--- src/rtl/rv_muldiv_unit.sv ---
// Iterative RV32M multiply/divide unit for the EXE stage; holds the pipeline via stall_req.
// Optional MULDIV_FAST_MUL_EN: multiplies use one combinational multiplier (PREP -> FIN).
module rv_muldiv_unit #(
  parameter int unsigned XLEN  = 32,
  parameter int unsigned TAG_W = 5
) (
  input  logic             clk,
  input  logic             rst,
  input  logic             start,
  input  logic [2:0]       op,
  input  logic [XLEN-1:0]  a,
  input  logic [XLEN-1:0]  b,
  input  logic [TAG_W-1:0] tag_in,
  input  logic             kill,
  output logic             busy,
  output logic             stall_req,
  output logic             done,
  output logic [XLEN-1:0]  result,
  output logic [TAG_W-1:0] tag_out
);

  localparam int unsigned CntW = $clog2(XLEN);
  localparam logic [XLEN-1:0] MinVal = {1'b1, {(XLEN-1){1'b0}}};

  typedef enum logic [1:0] {StIdle, StPrep, StCalc, StFin} state_e;

  state_e           state_q;
  logic [2:0]       op_q;
  logic [XLEN-1:0]  a_q, b_q;
  logic [XLEN-1:0]  acc_q, lo_q, opb_q, spec_q;
  logic [CntW-1:0]  cnt_q;
  logic             neg_q, special_q, done_q;
  logic [XLEN-1:0]  result_q;
  logic [TAG_W-1:0] tag_q, tag_out_q;

  // Operand preparation
  logic            is_div, a_signed, b_signed, a_neg, b_neg;
  logic            div_zero, div_ovf, prep_neg;
  logic [XLEN-1:0] mag_a, mag_b, spec_val;

  always_comb begin
    is_div   = op_q[2];
    a_signed = 1'b0;
    b_signed = 1'b0;
    case (op_q)
      3'd1, 3'd4, 3'd6: begin
        a_signed = 1'b1;
        b_signed = 1'b1;
      end
      3'd2:    a_signed = 1'b1;
      default: ;
    endcase
    a_neg    = a_signed & a_q[XLEN-1];
    b_neg    = b_signed & b_q[XLEN-1];
    mag_a    = a_neg ? -a_q : a_q;
    mag_b    = b_neg ? -b_q : b_q;
    div_zero = is_div & (b_q == '0);
    div_ovf  = is_div & b_signed & (a_q == MinVal) & (b_q == '1);
    // Remainder follows the dividend; products and quotients follow sign(a) ^ sign(b).
    prep_neg = (is_div & op_q[1]) ? a_neg : (a_neg ^ b_neg);
    if (div_zero) begin
      spec_val = op_q[1] ? a_q : '1;
    end else begin
      spec_val = op_q[1] ? '0 : MinVal;
    end
  end

`ifdef MULDIV_FAST_MUL_EN
  logic [2*XLEN-1:0] fast_prod;
  assign fast_prod = {{XLEN{1'b0}}, mag_a} * {{XLEN{1'b0}}, mag_b};
`endif

  // One iteration of shift-add multiply or restoring divide
  logic [XLEN:0]   mul_add, div_rsh, div_diff;
  logic            div_ge;
  logic [XLEN-1:0] calc_acc, calc_lo;

  always_comb begin
    mul_add  = {1'b0, acc_q} + (lo_q[0] ? {1'b0, opb_q} : '0);
    div_rsh  = {acc_q, lo_q[XLEN-1]};
    div_diff = div_rsh - {1'b0, opb_q};
    div_ge   = ~div_diff[XLEN];
    if (is_div) begin
      calc_acc = div_ge ? div_diff[XLEN-1:0] : div_rsh[XLEN-1:0];
      calc_lo  = {lo_q[XLEN-2:0], div_ge};
    end else begin
      calc_acc = mul_add[XLEN:1];
      calc_lo  = {mul_add[0], lo_q[XLEN-1:1]};
    end
  end

  // Sign correction and half/quotient/remainder selection
  logic [2*XLEN-1:0] prod_full, prod_sgn;
  logic [XLEN-1:0]   quo_sgn, rem_sgn, fin_res;

  always_comb begin
    prod_full = {acc_q, lo_q};
    prod_sgn  = neg_q ? -prod_full : prod_full;
    quo_sgn   = neg_q ? -lo_q : lo_q;
    rem_sgn   = neg_q ? -acc_q : acc_q;
    if (special_q) begin
      fin_res = spec_q;
    end else if (is_div) begin
      fin_res = op_q[1] ? rem_sgn : quo_sgn;
    end else if (op_q[1:0] == 2'd0) begin
      fin_res = prod_sgn[XLEN-1:0];
    end else begin
      fin_res = prod_sgn[2*XLEN-1:XLEN];
    end
  end

  always_ff @(posedge clk or negedge rst) begin
    if (!rst) begin
      state_q   <= StIdle;
      op_q      <= '0;
      a_q       <= '0;
      b_q       <= '0;
      acc_q     <= '0;
      lo_q      <= '0;
      opb_q     <= '0;
      spec_q    <= '0;
      cnt_q     <= '0;
      neg_q     <= 1'b0;
      special_q <= 1'b0;
      done_q    <= 1'b0;
      result_q  <= '0;
      tag_q     <= '0;
      tag_out_q <= '0;
    end else begin
      done_q <= 1'b0;
      if (kill && (state_q != StIdle)) begin
        state_q <= StIdle;
      end else begin
        unique case (state_q)
          StIdle: begin
            if (start && !kill) begin
              op_q    <= op;
              a_q     <= a;
              b_q     <= b;
              tag_q   <= tag_in;
              state_q <= StPrep;
            end
          end
          StPrep: begin
            neg_q     <= prep_neg;
            special_q <= div_zero | div_ovf;
            spec_q    <= spec_val;
            acc_q     <= '0;
            lo_q      <= mag_a;
            opb_q     <= mag_b;
            cnt_q     <= CntW'(XLEN - 1);
            if (div_zero || div_ovf) begin
              state_q <= StFin;
`ifdef MULDIV_FAST_MUL_EN
            end else if (!is_div) begin
              acc_q   <= fast_prod[2*XLEN-1:XLEN];
              lo_q    <= fast_prod[XLEN-1:0];
              state_q <= StFin;
`endif
            end else begin
              state_q <= StCalc;
            end
          end
          StCalc: begin
            acc_q <= calc_acc;
            lo_q  <= calc_lo;
            cnt_q <= cnt_q - 1'b1;
            if (cnt_q == '0) begin
              state_q <= StFin;
            end
          end
          StFin: begin
            result_q  <= fin_res;
            tag_out_q <= tag_q;
            done_q    <= 1'b1;
            state_q   <= StIdle;
          end
          default: state_q <= StIdle;
        endcase
      end
    end
  end

  assign busy      = (state_q != StIdle);
  assign stall_req = busy | (start & ~kill);
  assign done      = done_q;
  assign result    = result_q;
  assign tag_out   = tag_out_q;

endmodule

--- config.mk ---
export PLATFORM = sky130hd
export DESIGN_NAME = rv_muldiv_unit
export DESIGN_NICKNAME = d
export VERILOG_FILES = /design/src/rtl/rv_muldiv_unit.sv
export SDC_FILE = /design/constraint.sdc
export NUM_CORES = 1
export LEC_CHECK = 0
export CORE_ASPECT_RATIO = 2
export CORE_MARGIN = 2
export CORE_UTILIZATION = 35
export CTS_CLUSTER_DIAMETER = 80
export DETAILED_ROUTE_END_ITERATION = 12
export DONT_BUFFER_PORTS = 1
export HOLD_SLACK_MARGIN = 0.02
export SETUP_SLACK_MARGIN = 0.5
export SLEW_MARGIN = 20
export SYNTH_ARGS = -nofsm -noshare
export SYNTH_HDL_FRONTEND = slang
export SYNTH_SLANG_ARGS = --single-unit
--- constraint.sdc ---
create_clock -name clk -period 3.5 [get_ports clk]
set_input_delay 0.7 -clock clk [delete_from_list [all_inputs] [get_ports clk]]
set_output_delay 0.7 -clock clk [all_outputs]
set_load 0.05 [all_outputs]
==> results.tsv <==
metric	value	unit
run status	finished with violations	
failing checks	hold timing	
share of cells above drive strength 1	25.4	%
peak supply drop	0.716	mV
Final Cell Area	23400	sq um
Hold Path Class	in -> async	
vias in the first global route	18829	
worst setup path class	reg -> reg	
post-DR wirelength/cell	25.8	um
yosys warns	0	
Worst R2R Start	lo_q[10]$_DFFE_PN0P_	
CP peak stage delay	0.53	ns
dpl hpwl	57600	um
FFs w/ async S/R, synth	100	%
CTS Buffer Depth	3	
initial antenna violation count	0	
setup violators final	0	
H-Tree Level Count	1	
clk sink count	247	
Slew headroom	31.4	%
#FFs+latches synth	247	
Crit. Startpoint	lo_q[10]$_DFFE_PN0P_	
fmax	305	MHz
first-pass GRT wire length	115000	um
RR Endpoint	result[26]$_DFFE_PN0P_	
R2R Setup Slk	0.22	ns
Crit Path Max Fanout	3	
largest net degree at the start of global routing	248	
commonest cells after routing, fill and taps aside	259 x nand2_1, 243 x dfrtp_1, 205 x buf_4	
CP most frequent cell	or4_4	
CP Data Required Time	3.97	ns
synthesized area	18600	sq um
Slew @ Worst Pin	1.02	ns
routability cong.	1.00	
post-route setup TNS	0	ns
Net Count, Synth	2388	
vias per cell	5.95	
DRC violations left	0	
max_cap viols	0	
fin crit period	3.28	ns
post-route insts no fill	3030	
core area	52700	sq um
antenna diode count	0	
CTS tree	yes	
Power Density	1110	nW/um^2
CP arrival	3.75	ns
grt total ovfl	0	
count of flip-flops with a built-in enable after synthesis	0	
drt pass-1 iters	6	
final worst-path cycle share	93.7	%
Layout Nets	2499	
Initial Utilization	35.4	%
Hold Fails Final Rpt	247	
number of CTS-inserted buffers	25	
clock root cell	clkbuf_16	
Rows	119	
Fin Hold WS	-0.178	ns
Clock transition at path regs	0.07	ns
RSZ-0062 raised after global routing	true	
Global Route Usage Sum	27.5	%
DIE AREA	55200	sq um
CP Launch Type	register	
commonest non-fill, non-tap cell in the layout	nand2_1	
I/O Buffers	0	
Placed Instances	2910	
ys flop type	dfrtp_1	
CP Capture Type	register	
critical path's slowest cell	or4_4	
drt total wl	78200	um
max-slew violation count	0	
Yosys cell types	68	
DR vias	18024	
Critical Path Sink	result[26]$_DFFE_PN0P_	
clk_skew	0.0206	ns
crit-path cells	or4_4 > or4b_4 > or4_4 > or4_4 > o21ai_4 > nand2_2 > xnor2_2 > a221oi_2 > a221o_1	
sequential area share after synthesis	33.2	%
number of I/O pins	116	
Clk Latency, worst-skew pair	0.59	ns
Area growth, synth to finish	25.7	%
LEAKAGE	10.1	nW
Final ANT Viol Nets	0	
die width	167	um
Reg2Reg Depth	9	
Cell Area, Placed	20300	sq um
die height	330	um
Mapped Cells	2235	
Mean Syn Cell Area	8.34	sq um
Initial DRC Count	1148	
## cells by family after synthesis
kind of cell / Yosys count / share of synthesized area, %
buffers and inverters: 227 / 4.63
adder cells (fa/ha/maj): 77 / 5.25
multiplexers: 145 / 8.35
XOR/XNOR: 186 / 8.78
flip-flops: 247 / 33.2
AO/OA/AOI/OAI: 645 / 21.8
AND/OR/NAND/NOR: 708 / 18.0
## worst max-delay path: cells and delay by family, from the launching register on
family	cells	cell delay [ns]
AND/OR/NAND/NOR	5	2.08
flip-flops	1	0.37
XOR/XNOR	1	0.15
AO/OA/AOI/OAI	3	0.55
## final cells by class
cell class                      count  area (sq um)
Inverter                           73           279
Multi-Input combinational cell   1761         13100
Tap cell                          665           832
Fill cell                        5194         29300
Timing Repair Buffer              238          2140
Clock buffer                       31           678
Clock inverter                     15           164
Sequential cell                   247          6190
## metal layers
layer / GRT usage, % / vias to the layer above / share of wire [%]
li1: - / 8265 / -
met1: 24.4 / 8839 / 31
met2: 52.4 / 597 / 53
met3: 2.80 / 323 / 3.4
met4: 28.5 / 0 / 12
met5: 0 / - / 0
## report_power, final
| part | switching, W | internal [W] |
|---|---|---|
| sequential | 0.00205 | 0.00398 |
| clock | 0.00132 | 0.00155 |
| combinational | 0.0102 | 0.00689 |
## sequential cells by signal, indices dropped and copies added (netlist names)
name / flops
a_q: 32
acc_q: 32
b_q: 32
cnt_q: 5
done: 1
lo_q: 32
neg_q: 1
op_q: 3
opb_q: 32
result: 32
spec_q: 32
special_q: 1
state_q: 2
tag_out: 5
tag_q: 5
## per-stage QoR
stage / setup WS [ns] / total power, W / util, %
floorplan: 0.110 / 0.0153 / -
global placement: -0.210 / 0.0205 / 38.5
detailed placement: -0.260 / 0.0206 / 38.5
CTS: 0.213 / 0.0248 / 42.3
global route: 0.0993 / 0.0275 / 44.4
finish: 0.220 / 0.0260 / 44.4
## cell usage after synthesis (49+ instances only)
master / n / area (sq um)
mux2i_1: 62 / 621
xnor2_1: 97 / 850
nor2_1: 139 / 522
inv_1: 73 / 274
o31ai_1: 66 / 495
nand2_1: 269 / 1010
o21ai_0: 221 / 1110
xor2_1: 88 / 771
mux2_2: 83 / 935
clkbuf_1: 140 / 526
dfrtp_1: 247 / 6180
a21oi_1: 130 / 651
ha_1: 75 / 938
nand3_1: 49 / 245
## worst min-delay path by stage
| stage | endpoint | cells past startpoint |
|---|---|---|
| CTS | spec_q[23]$_DFFE_PN0P_ | 0 |
| global placement | tag_q[3]$_DFFE_PN0P_ | 0 |
| finish | a_q[31]$_DFFE_PN0P_ | 0 |
| detailed placement | tag_q[2]$_DFFE_PN0P_ | 0 |
| floorplan | a_q[0]$_DFFE_PN0P_ | 0 |
| global route | tag_q[0]$_DFFE_PN0P_ | 0 |
## repair_timing
item	4_1_cts	5_1_grt
hold endpoints to repair	247	247
setup endpoints to repair	107	102
gates resized for setup	182	156
pin swaps	59	84
setup buffers	38	28
cloned	5	3
(Power assumes the default switching activity.)
